===== src/rtl/addsub_pkg.sv =====
// addsub_pkg: shared op encodings and pipeline-depth helper for addsub_pipe.
package addsub_pkg;
    localparam logic [1:0] OP_ADD = 2'b00;
    localparam logic [1:0] OP_ADC = 2'b01;
    localparam logic [1:0] OP_SUB = 2'b10;
    localparam logic [1:0] OP_SBC = 2'b11;

    function automatic int nstage(input int width, input int slice);
        return width / slice;
    endfunction
endpackage


===== src/rtl/addsub_slice.sv =====
// addsub_slice: combinational SLICE-bit add with carry out, carry into the top bit and zero detect.
module addsub_slice
    import addsub_pkg::*;
#(
    parameter int SLICE = 8
) (
    input  logic [SLICE-1:0] a,
    input  logic [SLICE-1:0] b,
    input  logic             ci,
    output logic [SLICE-1:0] s,
    output logic             co,
    output logic             c_msb_in,
    output logic             zero
);
    logic [SLICE:0] w_t;

    assign w_t      = {1'b0, a} + {1'b0, b} + {{SLICE{1'b0}}, ci};
    assign s        = w_t[SLICE-1:0];
    assign co       = w_t[SLICE];
    // Carry into the top bit is recovered from its sum bit and operands.
    assign c_msb_in = s[SLICE-1] ^ a[SLICE-1] ^ b[SLICE-1];
    assign zero     = ~|s;
endmodule


===== src/rtl/addsub_pipe.sv =====
// addsub_pipe: WIDTH-bit adder/subtractor resolving one SLICE per pipeline stage,
// with C/V/Z flags and a globally stalled valid/ready pipeline.
module addsub_pipe
    import addsub_pkg::*;
#(
    parameter int WIDTH = 32,
    parameter int SLICE = 8
) (
    input  logic             clk,
    input  logic             rst_n,
    input  logic             in_valid,
    output logic             in_ready,
    input  logic [1:0]       op,
    input  logic             cin,
    input  logic [WIDTH-1:0] a,
    input  logic [WIDTH-1:0] b,
    output logic             out_valid,
    input  logic             out_ready,
    output logic [WIDTH-1:0] sum,
    output logic             c_flag,
    output logic             v_flag,
    output logic             z_flag
);
    localparam int NSTAGE = nstage(WIDTH, SLICE);

    if (WIDTH % SLICE != 0) begin : g_bad_cfg
        $error("addsub_pipe: WIDTH must be a multiple of SLICE");
    end

    logic [WIDTH-1:0] w_b_eff;
    logic             w_ci0;
    logic             w_adv;

    assign w_b_eff  = op[1] ? ~b : b;
    assign w_ci0    = op[0] ? cin : op[1];
    assign w_adv    = !out_valid || out_ready;
    assign in_ready = w_adv;

    for (genvar k = 0; k < NSTAGE; k++) begin : g_st
        localparam int RW = WIDTH - (k + 1) * SLICE;
        logic [SLICE-1:0]         w_ai, w_bi, w_s;
        logic                     w_ci, w_vp, w_zp, w_co, w_cm, w_zero;
        logic [(k+1)*SLICE-1:0]   w_sn, r_s;
        logic                     r_vld, r_c, r_z;

        if (k == 0) begin : g_src
            assign w_ai = a[SLICE-1:0];
            assign w_bi = w_b_eff[SLICE-1:0];
            assign w_ci = w_ci0;
            assign w_vp = in_valid;
            assign w_zp = 1'b1;
            assign w_sn = w_s;
        end else begin : g_src
            assign w_ai = g_st[k-1].g_rem.r_a[SLICE-1:0];
            assign w_bi = g_st[k-1].g_rem.r_b[SLICE-1:0];
            assign w_ci = g_st[k-1].r_c;
            assign w_vp = g_st[k-1].r_vld;
            assign w_zp = g_st[k-1].r_z;
            assign w_sn = {w_s, g_st[k-1].r_s};
        end

        addsub_slice #(.SLICE(SLICE)) u_slice (
            .a        (w_ai),
            .b        (w_bi),
            .ci       (w_ci),
            .s        (w_s),
            .co       (w_co),
            .c_msb_in (w_cm),
            .zero     (w_zero)
        );

        always_ff @(posedge clk or negedge rst_n) begin
            if (!rst_n) begin
                r_vld <= 1'b0;
                r_c   <= 1'b0;
                r_z   <= 1'b0;
                r_s   <= '0;
            end else if (w_adv) begin
                r_vld <= w_vp;
                r_c   <= w_co;
                r_z   <= w_zp & w_zero;
                r_s   <= w_sn;
            end
        end

        // Operand bits not yet resolved ride along with the beat.
        if (RW > 0) begin : g_rem
            logic [RW-1:0] w_ar, w_br, r_a, r_b;
            if (k == 0) begin : g_src
                assign w_ar = a[WIDTH-1:SLICE];
                assign w_br = w_b_eff[WIDTH-1:SLICE];
            end else begin : g_src
                assign w_ar = g_st[k-1].g_rem.r_a[RW+SLICE-1:SLICE];
                assign w_br = g_st[k-1].g_rem.r_b[RW+SLICE-1:SLICE];
            end
            always_ff @(posedge clk or negedge rst_n) begin
                if (!rst_n) begin
                    r_a <= '0;
                    r_b <= '0;
                end else if (w_adv) begin
                    r_a <= w_ar;
                    r_b <= w_br;
                end
            end
        end

        if (k == NSTAGE - 1) begin : g_last
            logic r_v;
            always_ff @(posedge clk or negedge rst_n) begin
                if (!rst_n) r_v <= 1'b0;
                else if (w_adv) r_v <= w_co ^ w_cm;
            end
        end
    end

    assign out_valid = g_st[NSTAGE-1].r_vld;
    assign sum       = g_st[NSTAGE-1].r_s;
    assign c_flag    = g_st[NSTAGE-1].r_c;
    assign z_flag    = g_st[NSTAGE-1].r_z;
    assign v_flag    = g_st[NSTAGE-1].g_last.r_v;
endmodule

===== config.mk =====
export PLATFORM = sky130hd
export DESIGN_NAME = addsub_pipe
export DESIGN_NICKNAME = d
export VERILOG_FILES = /design/src/rtl/addsub_pkg.sv /design/src/rtl/addsub_slice.sv /design/src/rtl/addsub_pipe.sv
export SDC_FILE = /design/constraint.sdc
export NUM_CORES = 1
export LEC_CHECK = 0
export BUFFER_PORTS_ARGS = -buffer_cell sky130_fd_sc_hd__buf_4
export CORE_UTILIZATION = 30
export CTS_BUF_LIST = sky130_fd_sc_hd__clkbuf_8
export DETAILED_ROUTE_END_ITERATION = 8
export SYNTH_ARGS = -nofsm -noshare
export SYNTH_HDL_FRONTEND = slang
export SYNTH_SLANG_ARGS = --single-unit

===== constraint.sdc =====
create_clock -name clk -period 2.2 [get_ports clk]
set_clock_uncertainty 0.1 [all_clocks]
set_input_delay 0.22 -clock clk [delete_from_list [all_inputs] [get_ports clk]]
set_output_delay 0.22 -clock clk [all_outputs]
set_load 0.03 [all_outputs]

Word level (Yosys, flattened, before mapping)
Cells that the tools add are included.

word-level totals
  flip-flop bits (word level) = 189
  bits in latches = 0
  bits in writable memories = 0
  bits in read-only memories = 0
  input port bits = 71
  output and inout port bits = 37
  logic and storage cells = 50
  memories = 0

cells by class
  add/subtract/negate cells = 8
  multiply operators = 0
  div/mod/pow operators = 0
  order comparisons = 0
  equal/unequal tests = 0
  shifts and indexed selects = 0
  mux-type cells = 2
  bitwise logic cells = 7
  reductions and logical operators = 10

operators with widths
  operator              count
  adder 8 x 8 -> 9 bit  4
  adder 9 x 1 -> 9 bit  4
  two-way mux 32 bit    1
  inverter 32 bit       1
  OR reduction 8 bit    4
  logical NOT 1 bit     5
  bitwise AND 1 bit     3
  bitwise XOR 1 bit     3
  logical OR 1 bit      1
  two-way mux 1 bit     1

Longest topological paths before layout
  depth in word-level cells = 6
  mapped depth = 11
  gate-level depth less buffers = 9

By module
From an unflattened synthesis, not the netlist that was laid out.

unflattened totals
  cell total of the unflattened synthesis = 650
  area total of the unflattened synthesis = 9420.3 um2

by module, submodules not included
  module                               times used  cells an instance  area an instance (um2)
  addsub_pipe                          1           444                7759.9
  addsub_slice at g_st[1].u_slice ...  2           51                 415.4
  addsub_slice at g_st[0].u_slice      1           52                 415.4
  addsub_slice at g_st[3].u_slice      1           52                 414.1

Least setup slack after synthesis
OpenSTA, ideal clock, no wires.

  path kind = input-to-reg
  start = input port op[1]
  end = register g_st[0].r_s[6]
  setup time = 0.125 ns
  data arrival time = 2.464 ns
  slack = -0.488 ns
  stages on the path = 11
  cell sequence = clkbuf_1 -> buf_2 -> xnor2_1 -> fa_1 -> fa_1 -> nor2b_1 -> o21a_1 -> o21ai_0 -> a21oi_1 -> a211oi_1 -> mux2_2

on the way
  cells in the longest elaborated chain, start to end = 3
  elaborated cells on any way between the ends = 4

RTL lines
  item                      line                text
  start: declaration        addsub_pipe.sv:13   input logic [1:0] op,
  two-way mux 32 bit        addsub_pipe.sv:34   assign w_b_eff = op[1] ? ~b : b;
  adder 8 x 8 -> 9 bit      addsub_slice.sv:17  assign w_t = {1'b0, a} + {1'b0, b} + {{SLICE{1'b0}}, ci};
  adder 9 x 1 -> 9 bit (*)  addsub_slice.sv:17
  end signal: assignment    addsub_pipe.sv:82   r_s <= w_sn;
  end: declaration          addsub_pipe.sv:43   logic [(k+1)*SLICE-1:0] w_sn, r_s;

Mark *: on every way between the ends. The rest lies on a longest branch, timed or not.
A chain may end at the register's enable or synchronous reset.

Final worst setup path
  start = register g_st[1].g_rem.r_b[0]
  end = register g_st[2].r_s[22]

on the way
  cells in the longest elaborated chain, start to end = 2

RTL lines
  item                      line                text
  start: declaration        addsub_pipe.sv:88   logic [RW-1:0] w_ar, w_br, r_a, r_b;
  start signal: assignment  addsub_pipe.sv:102  r_b <= w_br;
  adder 8 x 8 -> 9 bit      addsub_slice.sv:17
  adder 9 x 1 -> 9 bit      addsub_slice.sv:17
  end signal: assignment    addsub_pipe.sv:82
  end: declaration          addsub_pipe.sv:43

Every way passes these cells.

==> metrics <==
status complete, but fails checks; failing checks negative setup slack; CP startpoint kind flip-flop; Synth Register Bits 189; Clock Tree Root clkbuf_8; TritonCTS buffer count 17; vias in the first global route 6426; fraction of layout cells with a size suffix above 1 19.7%; Syn Nets 1051; TritonCTS clock tree yes; largest net degree at the start of global routing 113; Hold Crit Depth 4; RSZ-0062 raised after global routing true; Avg Inst Size Synth 9.14 um^2; Final Setup Violations 10; Vias 6596; RePlAce Congestion 0.802; Clk Latency, worst-skew pair 460 ps; nets 1223; grt ovf 0; setup slack after placement -248 ps; global-route wire length before repair 31100 um; Post-synth EDFFs 0; leading area contributor after synthesis dfrtp_1; Max Fclk 433 MHz; Max-Cap Viols 0; final WL 18500 um; Slew Viols, Final 0; Post-synth top cells nand2_1, dfrtp_1, o21ai_0, xnor2_1, ha_1; Rel. slew slack 65.1%; die outline width 172 um; Tcrit/Tclk final 105%; TNS Setup -653 ps; maximum vdd ir drop 0.416 mV; Hold Startpoint a[7]; worst r2r dst g_st[2].r_s[22]; Yosys cell types 45; top-area cell type share of the netlist area 54.8%; first-pass iteration count of the detailed router 6; Cells after Synth 944; reg-to-reg slack, setup -110 ps; sequential area share after synthesis 54.8%; largest cells by area after synthesis dfrtp_1, nand2_1, ha_1; core area 0.0280 mm^2; WHS 108 ps; IO Port Bufs 107; Max Root-Sink Buffers 2; Post-synth top flop dfrtp_1; # placed instances 1423; Req. time, crit path 2430 ps; DIE AREA 0.0294 mm^2; cell area power density 1400 mW/mm^2; worst setup margin -112 ps; CP dominant cell by count fa_2; Worst Max-Slew Pin Slew 523 ps; hold endpoint g_st[0].r_c; hpwl dp 13000 um; clk slew on worst S/H paths 100 ps; die height 172 um; max incr delay on CP 410 ps; crit path kind flip-flop to flip-flop; top-count cell post-synth nand2_1; num rows 61; drt drc 0; Vias/cell 4.38; DR iter-0 viols 357; Ant. Diodes 0; CP arrival 2540 ps; RR Startpoint g_st[1].g_rem.r_b[0]; Setup crit end kind flip-flop; Layout Cells excl Fill 1505; area grow syn2layout 29.7%; Slowest-stage cell, CP dfrtp_1; Hold Crit Class primary input to flip-flop; fin area 0.0112 mm^2; fin crit period 2310 ps; placed cell area 0.0101 mm^2; DR WL/cell 12.3 um; Ports 108; CTS sink cnt 189; leakage power 5.54 nW; worst path cell trace fa_2 -> fa_2 -> a21o_1 -> a21oi_4 -> o21bai_1 -> a211oi_2 -> buf_4 -> o31ai_1; Total GRT Usage 13.4%; antenna violations before repair 0; post-route ant nets 0; crit path max fanout 3; Cell Area, Synth 0.00863 mm^2; Starting Density 30.8%; H-tree level count 4; Worst R2R Path Depth 8; async set-or-reset flop fraction in the synthesized netlist 100%; Yosys warning total 0; Final Hold Viols 0
## cell families after synthesis
logic type | Yosys count | synth area share (%)
compound gates | 110 | 7.76
xor+xnor | 52 | 5.28
fa+ha+maj | 36 | 5.92
buf+inv | 57 | 3.05
flops | 189 | 54.8
mux | 7 | 0.885
simple gates | 493 | 22.3
## how the worst max path moves through the flow
stage	from	to	depth (start not counted)
2_1_floorplan	op[1]	g_st[0].r_s[6]	11
3_3_place_gp	op[1]	g_st[0].r_s[6]	10
3_5_place_dp	op[1]	g_st[0].r_z	10
4_1_cts	g_st[0].g_rem.r_b[0]	g_st[1].r_z	8
5_1_grt	g_st[2].r_c	z_flag	8
6_report	g_st[1].g_rem.r_b[0]	g_st[2].r_s[22]	8
## where the power goes
| group | internal (mW) | switching, mW | total, mW |
|---|---|---|---|
| logic | 3.24 | 4.07 | 7.31 |
| clock network | 1.24 | 1.25 | 2.49 |
| registers | 5.00 | 0.874 | 5.87 |
| total | 9.48 | 6.20 | 15.7 |
## flip-flops by register name, indices dropped and copies added (netlist names)
signal / count
c_flag: 1
g_st.g_rem.r_a: 48
g_st.g_rem.r_b: 48
g_st.r_c: 3
g_st.r_s: 48
g_st.r_vld: 3
g_st.r_z: 3
out_valid: 1
sum: 32
v_flag: 1
z_flag: 1
## layer usage
metal | wire length [um] | vias up | track usage [%]
met2 | 8920 | 82 | 22.1
li1 | - | 3353 | -
met3 | 770 | 11 | 3.01
met1 | 8610 | 3150 | 17.6
met5 | 0 | - | 0
met4 | 187 | 0 | 3.77
## metrics by stage
stage | power (mW) | util, %
finish | 15.7 | 39.9
floorplan | 10.5 | -
global placement | 12.7 | 36.1
CTS | 15.7 | 39.6
global route | 17.1 | 39.9
detailed placement | 12.9 | 36.1
## placed cells by master, fill, tap and decap left out, types with 3 or more instances in the layout
cell type,n
a211oi_2,5
ha_1,28
xnor2_2,5
inv_1,11
dfrtp_1,189
a21oi_1,16
nor2_1,24
clkinvlp_4,3
o31ai_1,3
mux2_4,3
o211ai_1,3
buf_12,6
xnor2_1,28
a21o_1,7
nor3_1,5
dlygate4sd3_1,50
o21ai_0,40
o21ai_1,8
nand2_1,442
fa_2,8
nor2b_1,4
buf_4,139
o21a_1,5
nor2b_4,3
clkbuf_8,18
xor2_1,19
bufinv_16,4
o21bai_1,5
a21oi_2,4
o21ai_2,4
## worst max-delay path: cells and delay by family, from the launching register on
family          cells  cell delay, ps
flops               1             410
fa+ha+maj           2             760
compound gates      5             760
buf+inv             1             140
## layout make-up
class | count | area [um^2]
fillers | 2857 | 16800
flip-flops and latches | 189 | 4730
multi-input cells | 698 | 3810
repair buffers | 198 | 1700
well taps | 378 | 473
clock buffers | 17 | 234
clock inverters | 13 | 190
inverters | 12 | 47.5
## timing repair
action / in CTS / in global routing
hold buffers: 50 / 0
endpoints found under the setup margin: 13 / 15
gates cloned: 0 / 0
pin swaps: 14 / 16
hold endpoints to repair: 133 / 0
gates resized for setup: 16 / 18
buffers inserted: 2 / 4
Note: power is estimated with default switching activity, not from simulation.
